$ cat config.mk
export PLATFORM = sky130hd
export DESIGN_NAME = if_fetch
export DESIGN_NICKNAME = d
export VERILOG_FILES = /design/src/rtl/if_fetch_pkg.sv /design/src/rtl/fetch_fifo.sv /design/src/rtl/if_fetch.sv
export SDC_FILE = /design/constraint.sdc
export NUM_CORES = 1
export LEC_CHECK = 0
export ABC_AREA = 0
export CAP_MARGIN = 15
export CORE_MARGIN = 8
export CORE_UTILIZATION = 49
export DETAILED_ROUTE_END_ITERATION = 12
export GPL_ROUTABILITY_DRIVEN = 0
export GPL_TIMING_DRIVEN = 0
export HOLD_SLACK_MARGIN = 0.02
export MAX_ROUTING_LAYER = met4
export PLACE_DENSITY_LB_ADDON = 0.12
export SLEW_MARGIN = 20
export SYNTH_ARGS = -nofsm -noshare
export SYNTH_HDL_FRONTEND = slang
export SYNTH_HIERARCHICAL = 1
export SYNTH_SLANG_ARGS = --single-unit
$ cat constraint.sdc
create_clock -name clk -period 23.9 [get_ports clk]
set_input_delay 4.78 -clock clk [delete_from_list [all_inputs] [get_ports clk]]
set_output_delay 4.78 -clock clk [all_outputs]
set_load 0.01 [all_outputs]
$ cat src/rtl/if_fetch_pkg.sv
// Shared widths, constants and entry layouts for the instruction-fetch stage.
// The optional FETCH_PERF_CNT_EN counters live in if_fetch.sv.
package if_fetch_pkg;

  localparam int ADDR_W        = 32;
  localparam int INSTR_W       = 32;
  localparam int INSTR_BYTES   = 4;
  localparam int FETCH_EPOCH_W = 1;

  localparam logic [INSTR_W-1:0] INSTR_NOP = '0;

  // One buffered instruction as presented to decode.
  typedef struct packed {
    logic [ADDR_W-1:0]  pc;
    logic [INSTR_W-1:0] instr;
  } fetch_entry_t;

  // Carried for every granted request until its response returns.
  typedef struct packed {
    logic [ADDR_W-1:0]        pc;
    logic [FETCH_EPOCH_W-1:0] epoch;
  } tag_entry_t;

  function automatic logic [ADDR_W-1:0] align_pc(input logic [ADDR_W-1:0] pc);
    return pc & ~ADDR_W'(INSTR_BYTES - 1);
  endfunction

endpackage

$ cat src/rtl/fetch_fifo.sv
// Synchronous FIFO with flush; head word is readable combinationally.
// Any DEPTH >= 1 is supported (pointers wrap explicitly).
module fetch_fifo #(
  parameter int WIDTH = 8,
  parameter int DEPTH = 2
) (
  input  logic                         clk,
  input  logic                         flush,
  input  logic                         push,
  input  logic                         pop,
  input  logic [WIDTH-1:0]             wdata,
  output logic [WIDTH-1:0]             rdata,
  output logic                         full,
  output logic                         empty,
  output logic [$clog2(DEPTH+1)-1:0]   count
);

  localparam int AW = (DEPTH > 1) ? $clog2(DEPTH) : 1;
  localparam int CW = $clog2(DEPTH + 1);

  logic [WIDTH-1:0] mem_q [DEPTH];
  logic [AW-1:0]    wr_ptr_q, rd_ptr_q;
  logic [CW-1:0]    count_q;
  logic             do_push, do_pop;

  function automatic logic [AW-1:0] ptr_inc(input logic [AW-1:0] p);
    return (p == AW'(DEPTH - 1)) ? '0 : p + 1'b1;
  endfunction

  assign full    = (count_q == CW'(DEPTH));
  assign empty   = (count_q == '0);
  assign count   = count_q;
  assign rdata   = mem_q[rd_ptr_q];
  assign do_push = push && !full;
  assign do_pop  = pop && !empty;

  // NOTE: storage is not reset; a cleared FIFO never exposes a stale slot because empty gates every read.
  always_ff @(posedge clk) begin
    if (do_push && !flush) mem_q[wr_ptr_q] <= wdata;
  end

  // NOTE: registers use non-blocking assignment so every update sees pre-edge values.
  always_ff @(posedge clk) begin
    if (flush) begin
      wr_ptr_q <= '0;
      rd_ptr_q <= '0;
      count_q  <= '0;
    end else begin
      if (do_push) wr_ptr_q <= ptr_inc(wr_ptr_q);
      if (do_pop)  rd_ptr_q <= ptr_inc(rd_ptr_q);
      case ({do_push, do_pop})
        2'b10:   count_q <= count_q + 1'b1;
        2'b01:   count_q <= count_q - 1'b1;
        default: count_q <= count_q;
      endcase
    end
  end

endmodule

$ cat src/rtl/if_fetch.sv
// Instruction-fetch stage: in-order imem requests, epoch-tagged responses, registered decode output.
// Define FETCH_PERF_CNT_EN to add the o_fetch_cnt / o_discard_cnt counters.
module if_fetch
  import if_fetch_pkg::*;
#(
  parameter logic [ADDR_W-1:0] RESET_PC        = '0,
  parameter int                FIFO_DEPTH      = 2,
  parameter int                MAX_OUTSTANDING = 2
) (
  input  logic               clk,
  input  logic               clr,
  input  logic               stall,
  input  logic               i_redirect_en,
  input  logic [ADDR_W-1:0]  i_redirect_pc,
  output logic               o_imem_req,
  output logic [ADDR_W-1:0]  o_imem_addr,
  input  logic               i_imem_gnt,
  input  logic               i_imem_rvalid,
  input  logic [INSTR_W-1:0] i_imem_rdata,
  output logic [ADDR_W-1:0]  o_pc,
  output logic [INSTR_W-1:0] o_instr,
  output logic               o_valid
`ifdef FETCH_PERF_CNT_EN
  ,
  output logic [31:0]        o_fetch_cnt,
  output logic [31:0]        o_discard_cnt
`endif
);

  localparam int DCW = $clog2(FIFO_DEPTH + 1);
  localparam int TCW = $clog2(MAX_OUTSTANDING + 1);

  logic [ADDR_W-1:0]        pc_q, pc_d;
  logic [FETCH_EPOCH_W-1:0] epoch_q, epoch_d;
  logic [ADDR_W-1:0]        out_pc_q, out_pc_d;
  logic [INSTR_W-1:0]       out_instr_q, out_instr_d;
  logic                     out_valid_q, out_valid_d;

  tag_entry_t   tag_wdata, tag_rdata;
  fetch_entry_t data_wdata, data_rdata;
  logic         tag_full, tag_empty, data_full, data_empty;
  logic [TCW-1:0] tag_count;
  logic [DCW-1:0] data_count;
  logic [31:0]    in_use;
  logic           fire, rsp_take, rsp_keep, pop_out;

  // Space is reserved for every in-flight request, so a response can always be buffered.
  assign in_use     = 32'(tag_count) + 32'(data_count);
  assign o_imem_req = !clr && !i_redirect_en && (in_use < 32'(FIFO_DEPTH)) && !tag_full;
  assign o_imem_addr = pc_q;
  assign fire       = o_imem_req && i_imem_gnt;

  assign rsp_take = i_imem_rvalid && !tag_empty;
  assign rsp_keep = rsp_take && (tag_rdata.epoch == epoch_q) && !i_redirect_en;
  assign pop_out  = !i_redirect_en && !stall && !data_empty;

  assign tag_wdata  = '{pc: pc_q, epoch: epoch_q};
  assign data_wdata = '{pc: tag_rdata.pc, instr: i_imem_rdata};

  fetch_fifo #(.WIDTH($bits(tag_entry_t)), .DEPTH(MAX_OUTSTANDING)) u_tag_fifo (
    .clk   (clk),
    .flush (clr),
    .push  (fire),
    .pop   (rsp_take),
    .wdata (tag_wdata),
    .rdata (tag_rdata),
    .full  (tag_full),
    .empty (tag_empty),
    .count (tag_count)
  );

  fetch_fifo #(.WIDTH($bits(fetch_entry_t)), .DEPTH(FIFO_DEPTH)) u_data_fifo (
    .clk   (clk),
    .flush (clr || i_redirect_en),
    .push  (rsp_keep && !data_full),
    .pop   (pop_out),
    .wdata (data_wdata),
    .rdata (data_rdata),
    .full  (data_full),
    .empty (data_empty),
    .count (data_count)
  );

  // NOTE: every _d starts from its hold value so no path through this block infers a latch.
  always_comb begin
    pc_d        = pc_q;
    epoch_d     = epoch_q;
    out_pc_d    = out_pc_q;
    out_instr_d = out_instr_q;
    out_valid_d = out_valid_q;
    if (i_redirect_en) begin
      pc_d        = align_pc(i_redirect_pc);
      epoch_d     = epoch_q + FETCH_EPOCH_W'(1);
      out_pc_d    = '0;
      out_instr_d = INSTR_NOP;
      out_valid_d = 1'b0;
    end else begin
      if (fire) pc_d = pc_q + ADDR_W'(INSTR_BYTES);
      if (!stall) begin
        out_pc_d    = data_empty ? '0        : data_rdata.pc;
        out_instr_d = data_empty ? INSTR_NOP : data_rdata.instr;
        out_valid_d = !data_empty;
      end
    end
  end

  always_ff @(posedge clk) begin
    if (clr) begin
      pc_q        <= RESET_PC;
      epoch_q     <= '0;
      out_pc_q    <= '0;
      out_instr_q <= INSTR_NOP;
      out_valid_q <= 1'b0;
    end else begin
      pc_q        <= pc_d;
      epoch_q     <= epoch_d;
      out_pc_q    <= out_pc_d;
      out_instr_q <= out_instr_d;
      out_valid_q <= out_valid_d;
    end
  end

  assign o_pc    = out_pc_q;
  assign o_instr = out_instr_q;
  assign o_valid = out_valid_q;

`ifdef FETCH_PERF_CNT_EN
  logic [31:0] fetch_cnt_q, discard_cnt_q;

  always_ff @(posedge clk) begin
    if (clr) begin
      fetch_cnt_q   <= '0;
      discard_cnt_q <= '0;
    end else begin
      if (pop_out)               fetch_cnt_q   <= fetch_cnt_q + 32'd1;
      if (rsp_take && !rsp_keep) discard_cnt_q <= discard_cnt_q + 32'd1;
    end
  end

  assign o_fetch_cnt   = fetch_cnt_q;
  assign o_discard_cnt = discard_cnt_q;
`endif

endmodule

---- Word-level counts from Yosys, hierarchy flattened ----
Memory sizes are Yosys's and may differ from the RTL's. A register that Yosys moved wholly into a read port is not among the register bits.
Cells that the tools add are included.
operators by class
  add/sub/neg operators ................... 11
  order comparisons ....................... 1
  eq/ne operators ......................... 7
  muxes and demuxes ....................... 18
  reductions and logical operators ........ 31
operators with widths
  operator                                            count
  two-way mux 32 bit                                  4
  adder 32 x 3 -> 32 bit, second input constant       1
  logical AND 1 bit                                   16
  two-way mux 1 bit                                   12
  == test 2 bit, second input constant                4
  logical NOT 1 bit                                   8
  one-hot mux 2 bit (2 select lines)                  2
  nonzero test 2 bit                                  3
  adder 1 bit, second input constant                  5
  adder 2 x 1 -> 2 bit, second input constant         2
  == test 2 x 1 -> 1 bit, second input constant       2
  logical NOT 2 bit                                   2
  subtractor 2 x 1 -> 2 bit, second input constant    2
  adder 2 x 2 -> 3 bit                                1
  < comparator 3 x 2 -> 1 bit, second input constant  1
  OR reduction 2 bit                                  1
  == test 1 bit                                       1
  logical OR 1 bit                                    1
storage, ports and cells
  flip-flop bits (word level) ............. 106
  memory bits (writable) .................. 194
  logic and storage cells ................. 82
  memories kept ........................... 2
memories
  memory             depth  bits a word  read ports  clocked after Yosys merged registers in  write ports  RTL line          source
  u_data_fifo.mem_q  2      64           1           1                                        1            fetch_fifo.sv:21  logic [WIDTH-1:0] mem_q [DEPTH];
  u_tag_fifo.mem_q   2      33           1           1                                        1            fetch_fifo.sv:21

---- Depth between registers and ports, before layout ----
Gate-level depths: netlist (run 1).
  depth after elaboration ................. 10
  mapped depth ............................ 12
  mapped depth without buffers ............ 10

---- Cells and area by module ----
Netlist (run 1), hierarchy kept.
by module, submodules not included
  module                    instances  cells each  area an instance (sq um)
  fetch_fifo (u_data_fifo)  1          224         4822.1
  if_fetch                  1          463         3976.3
  fetch_fifo (u_tag_fifo)   1          128         2595.0

---- Worst setup path after synthesis (run 1) ----
OpenSTA, ideal clock, no wires.
  path kind ............................... input-to-reg
  start point ............................. in i_redirect_en
  end point ............................... mem u_data_fifo/mem_q[1][0] in the netlist's numbering, enable pin
  library setup time ...................... 0.578 ns
  arrival ................................. 10.373 ns
  required time ........................... 23.322 ns
  setup slack ............................. 12.949 ns
  cell stages on the path ................. 5
  cell sequence ........................... clkbuf_1 > clkbuf_1 > nor4b_1 > nand2b_1 > nor3b_1
on the way
  cells in the longest elaborated chain, start to end .. 7
  elaborated cells between the ends (all ways) .. 9
  those cells by class .................... 2 x mux; 7 x reduce/logical
ends and longest elaborated chain
  element                                      RTL line          source
  from (decl)                                  if_fetch.sv:13    input logic i_redirect_en,
  logical NOT 1 bit                            if_fetch.sv:54    assign rsp_keep = rsp_take && (tag_rdata.epoch == epoch_q) && !i_redirect_en;
  logical AND 1 bit                            if_fetch.sv:54
  logical AND 1 bit                            if_fetch.sv:75    .push (rsp_keep && !data_full),
  logical AND 1 bit                            fetch_fifo.sv:34  assign do_push = push && !full;
  logical AND 1 bit (*)                        fetch_fifo.sv:39  if (do_push && !flush) mem_q[wr_ptr_q] <= wdata;
  two-way mux 1 bit (*)                        fetch_fifo.sv:39
  two-way mux 1 bit (implied by the code) (*)  fetch_fifo.sv:39
  to (decl)                                    fetch_fifo.sv:21
Every way passes the cells marked *; elsewhere a longest branch is shown, timed or not.

---- Worst setup path in the final report (run 1) ----
  start point ............................. in clr
  end point ............................... out o_imem_req
on the way
  cells in the longest elaborated chain, start to end .. 4
ends and longest elaborated chain
  element                          RTL line        source
  from (decl)                      if_fetch.sv:11  input logic clr,
  logical NOT 1 bit                if_fetch.sv:49  assign o_imem_req = !clr && !i_redirect_en && (in_use < 32'(FIFO_DEPTH)) && !tag_full;
  logical AND 1 bit (3 in series)  if_fetch.sv:49
  to (decl)                        if_fetch.sv:15  output logic o_imem_req,
No other way between the ends.

==> results by group, run 1 <==
Synth
  • Number of synthesized flops with an enable pin: 194
  • Cell Area, Synth: 0.0114 sq mm
  • Sequential-to-total area share from yosys stat: 0.698
  • Post-synth cell types: 52
  • Synth async-reset ratio: 0
  • Yosys Warn Count: 6
  • Cells after Synth: 815
  • Ys flop type: edfxtp_1
  • Syn avg cell area: about 14 sq um
  • Yosys reg bits: 300

Critical path
  • Setup crit end kind: primary output
  • Worst path required time: 19120 ps
  • CP most frequent cell: clkdlybuf4s50_1
  • Kind of critical path: primary input to primary output
  • Worst-path maximum fanout: 11
  • Worst reg2reg path endpoint: u_tag_fifo/mem_q[1][28]
  • Critical path's slowest cell: clkdlybuf4s50_1
  • Reg2Reg Depth: 12
  • CP startpoint kind: primary input
  • R2r startpoint: u_data_fifo/count[0]
  • Slowest cell delay on critical path: 690 ps
  • Critical Path AT: 6830 ps
  • Flop-to-flop setup slack: ~20000 ps
  • Critical path cell sequence: clkdlybuf4s50_1 > or4_4 > nor2_1 > clkdlybuf4s50_1

Power and ir drop
  • Clk pwr share: 0.447
  • Logic pwr share: 0.041
  • Total power: 1.10 mW
  • Pleak: 4.83 nW
  • Internal: 0.881 mW
  • Reg power frac: 0.512
  • Switching part of the total: 0.200
  • Net Switching: 0.220 mW
  • VDD IR max: 0.0446 mV
  • PwrDens: 74.9 mW/mm^2

Clock network
  • Max Root-Sink Buffers: 3
  • Setup bufs post-CTS: 0
  • Clock sinks: 300
  • Number of buffers created by CTS: 30
  • Worst skew pair latency: between 500 and 600 ps
  • CTS tree: done
  • Clock-pin slew on the worst setup and hold paths: 60 ps
  • CTS Root Cell: clkbuf_16
  • H-tree depth: 1
  • Post-CTS Hold Buffers: 0
  • Post-CTS Resized: 0

Drt
  • DRC: 0
  • DR pass1 iterations: 4
  • Via/cell ratio: 5.44
  • WL per Instance: 19.1 microns
  • Post-Route WL: 25900 microns
  • Number of antenna-violating nets in the routed design: 0
  • DR iter-0 viols: 420
  • Vias: 7356

Status
  • Status: completed

Placement
  • Detailed Place HPWL: approximately 18000 microns
  • Area post-placement: ~0.014 sq mm
  • Cell count after placement: 1296
  • Post-placement setup slack: approximately 12000 ps
  • Port Buffer Count: 162

Layout
  • Antenna Cells: 0
  • Post-Layout Cell Count: 1352
  • Multi-input logic area: 0.00324 sq mm
  • Layout fillers: 1758
  • Synthesis-to-layout area growth: 29.0%
  • Fin area: 0.0147 sq mm
  • Layout cell share with drive strength beyond 1: 0.157
  • Core Util, Final: 0.635
  • Commonest cells after routing, fill and taps aside: 194 x edfxtp_1, 162 x clkdlybuf4s50_1, 106 x dfxtp_1
  • FF+latch area: 0.00795 sq mm
  • Commonest non-fill, non-tap cell in the layout: edfxtp_1
  • Layout net count: 1112

STA
  • Clock Skew: 7.88 ps
  • Slew Limit Fails: 0
  • Hold Vio Cnt, Final: 0
  • Actual slew at the worst max-slew pin: 1000 ps
  • Setup TNS: 0 ps
  • Fmax: 0.0861 GHz
  • Max_slew headroom: 0.326
  • Period utilisation layout: 0.486
  • Period minus WS final: 11610 ps
  • RSZ-0062 raised after global routing: no
  • Setup ws final: 12290 ps
  • WHS: 514 ps
  • Final setup vio count: 0

Worst hold path
  • Hold endpoint: o_pc[3]
  • Min-Delay Path Depth: 2
  • Worst Hold Class: flip-flop to flip-flop
  • Hold Startpoint: o_pc[3]

Die
  • Effective utilization at floorplan: 0.493
  • Ports: 168
  • CORE AREA: roughly 0.023 sq mm
  • Die Ht: 168 microns
  • DIE WIDTH: approximately 170 microns
  • FP Rows: between 50 and 60
  • Full die area: 0.0284 sq mm

Global route
  • Initial antenna violation count: 0
  • Number of global-route vias before repair: around 7500
  • Largest net degree at the start of global routing: 17
  • Grt ovf: 0
  • First-pass GRT wire length: 40700 microns
  • Gr usage total: 0.185

Run
  • MaxCap Viol Count: 0
[cells by family after synthesis]
| kind of cell | after synthesis | synth area share |
|---|---|---|
| DFF | 300 | 0.698 |
| muxes | 103 | 0.102 |
| xor gates and xnor gates | 14 | 0.0108 |
| and+or+nand+nor | 205 | 0.0838 |
| buffers and inverters | 55 | 0.0211 |
| adders and majority gates | 4 | 0.00505 |
| AOI/OAI and AO/OA | 133 | 0.0798 |
| other | 1 | 0.000329 |
[synthesized netlist by cell type, types with 12 or more instances]
master      n  share of area
edfxtp_1  194           0.51
dfxtp_1   106           0.19
nor2_1     93          0.031
mux2_2     71          0.070
a22oi_1    64          0.042
nand2_1    35          0.012
clkbuf_1   31          0.010
mux2_1     30          0.030
a21oi_1    18         0.0079
nand3_1    15         0.0066
a31oi_1    12         0.0066
nand4_1    12         0.0066
o21ai_0    12         0.0053
[sequential cells by signal (all words and copies together) (netlist names), named ones only]
signal	count
o_imem_addr	30
epoch_q	1
u_data_fifo/wr_ptr_q	1
o_valid	1
u_tag_fifo/mem_q	66
o_instr	32
u_data_fifo/mem_q	128
u_data_fifo/rd_ptr_q	1
u_tag_fifo/wr_ptr_q	1
u_tag_fifo/count	2
u_tag_fifo/rd_ptr_q	1
o_pc	32
u_data_fifo/count	2
[final cells by class]
type,count,share of cell area
buffer,47,0.0140
sequential,300,0.541
clock inverter,18,0.0153
timing repair buffer,186,0.125
inverter,8,0.00238
clock buffer,38,0.0573
multi-input combinational,465,0.221
tap,290,0.0247
[power by group through the flow]
stage	Sequential, mW	Clock, mW	Combinational (mW)
floorplan	0.574	0	0.0170
CTS	0.563	0.503	0.0453
detailed placement	0.575	0	0.0448
global placement	0.575	0	0.0439
global route	0.564	0.525	0.0486
finish	0.564	0.492	0.0449
[layer usage]
| metal | wire, microns | GRT usage | vias to the layer above | part of all wire |
|---|---|---|---|---|
| met2 | 12000 | 0.294 | 277 | 0.46 |
| li1 | - | - | 3505 | - |
| met1 | 11900 | 0.247 | 3547 | 0.46 |
| met5 | 0 | - | - | 0 |
| met4 | 357 | 0.0431 | 0 | 0.014 |
| met3 | 1680 | 0.0303 | 27 | 0.065 |
[worst max-delay path: cells and delay by family]
family	cells	cell delay, ps
buffers and inverters	2	1240
AND/OR/NAND/NOR	2	800
[worst max-delay path by stage]
stage	from	endpoint	depth (start not counted)
5_1_grt	clr	o_imem_req	4
4_1_cts	clr	o_imem_req	4
6_report	clr	o_imem_req	4
3_5_place_dp	clr	o_imem_req	4
3_3_place_gp	i_redirect_en	u_data_fifo/mem_q[1][56]	6
2_1_floorplan	i_redirect_en	u_data_fifo/mem_q[1][0]	5
Power figures use the tool's default switching activity.
==> run 2: changes to the inputs <==
==> constraint.sdc (replaced) <==
create_clock -name clk -period 10.4 [get_ports clk]
set_input_delay 2.08 -clock clk [delete_from_list [all_inputs] [get_ports clk]]
set_output_delay 2.08 -clock clk [all_outputs]
set_load 0.01 [all_outputs]
==> results of run 2 <==
Same layout as run 1 (identical final DEF). Status: completed.
Among the figures that moved: setup slack after placement 12300 ps -> 4200 ps; setup slack after layout 12290 ps -> 4190 ps; register-to-register setup slack 20020 ps -> 6520 ps; total power 1.10 mW -> 2.53 mW; worst IR drop on VDD 0.0446 mV -> 0.102 mV
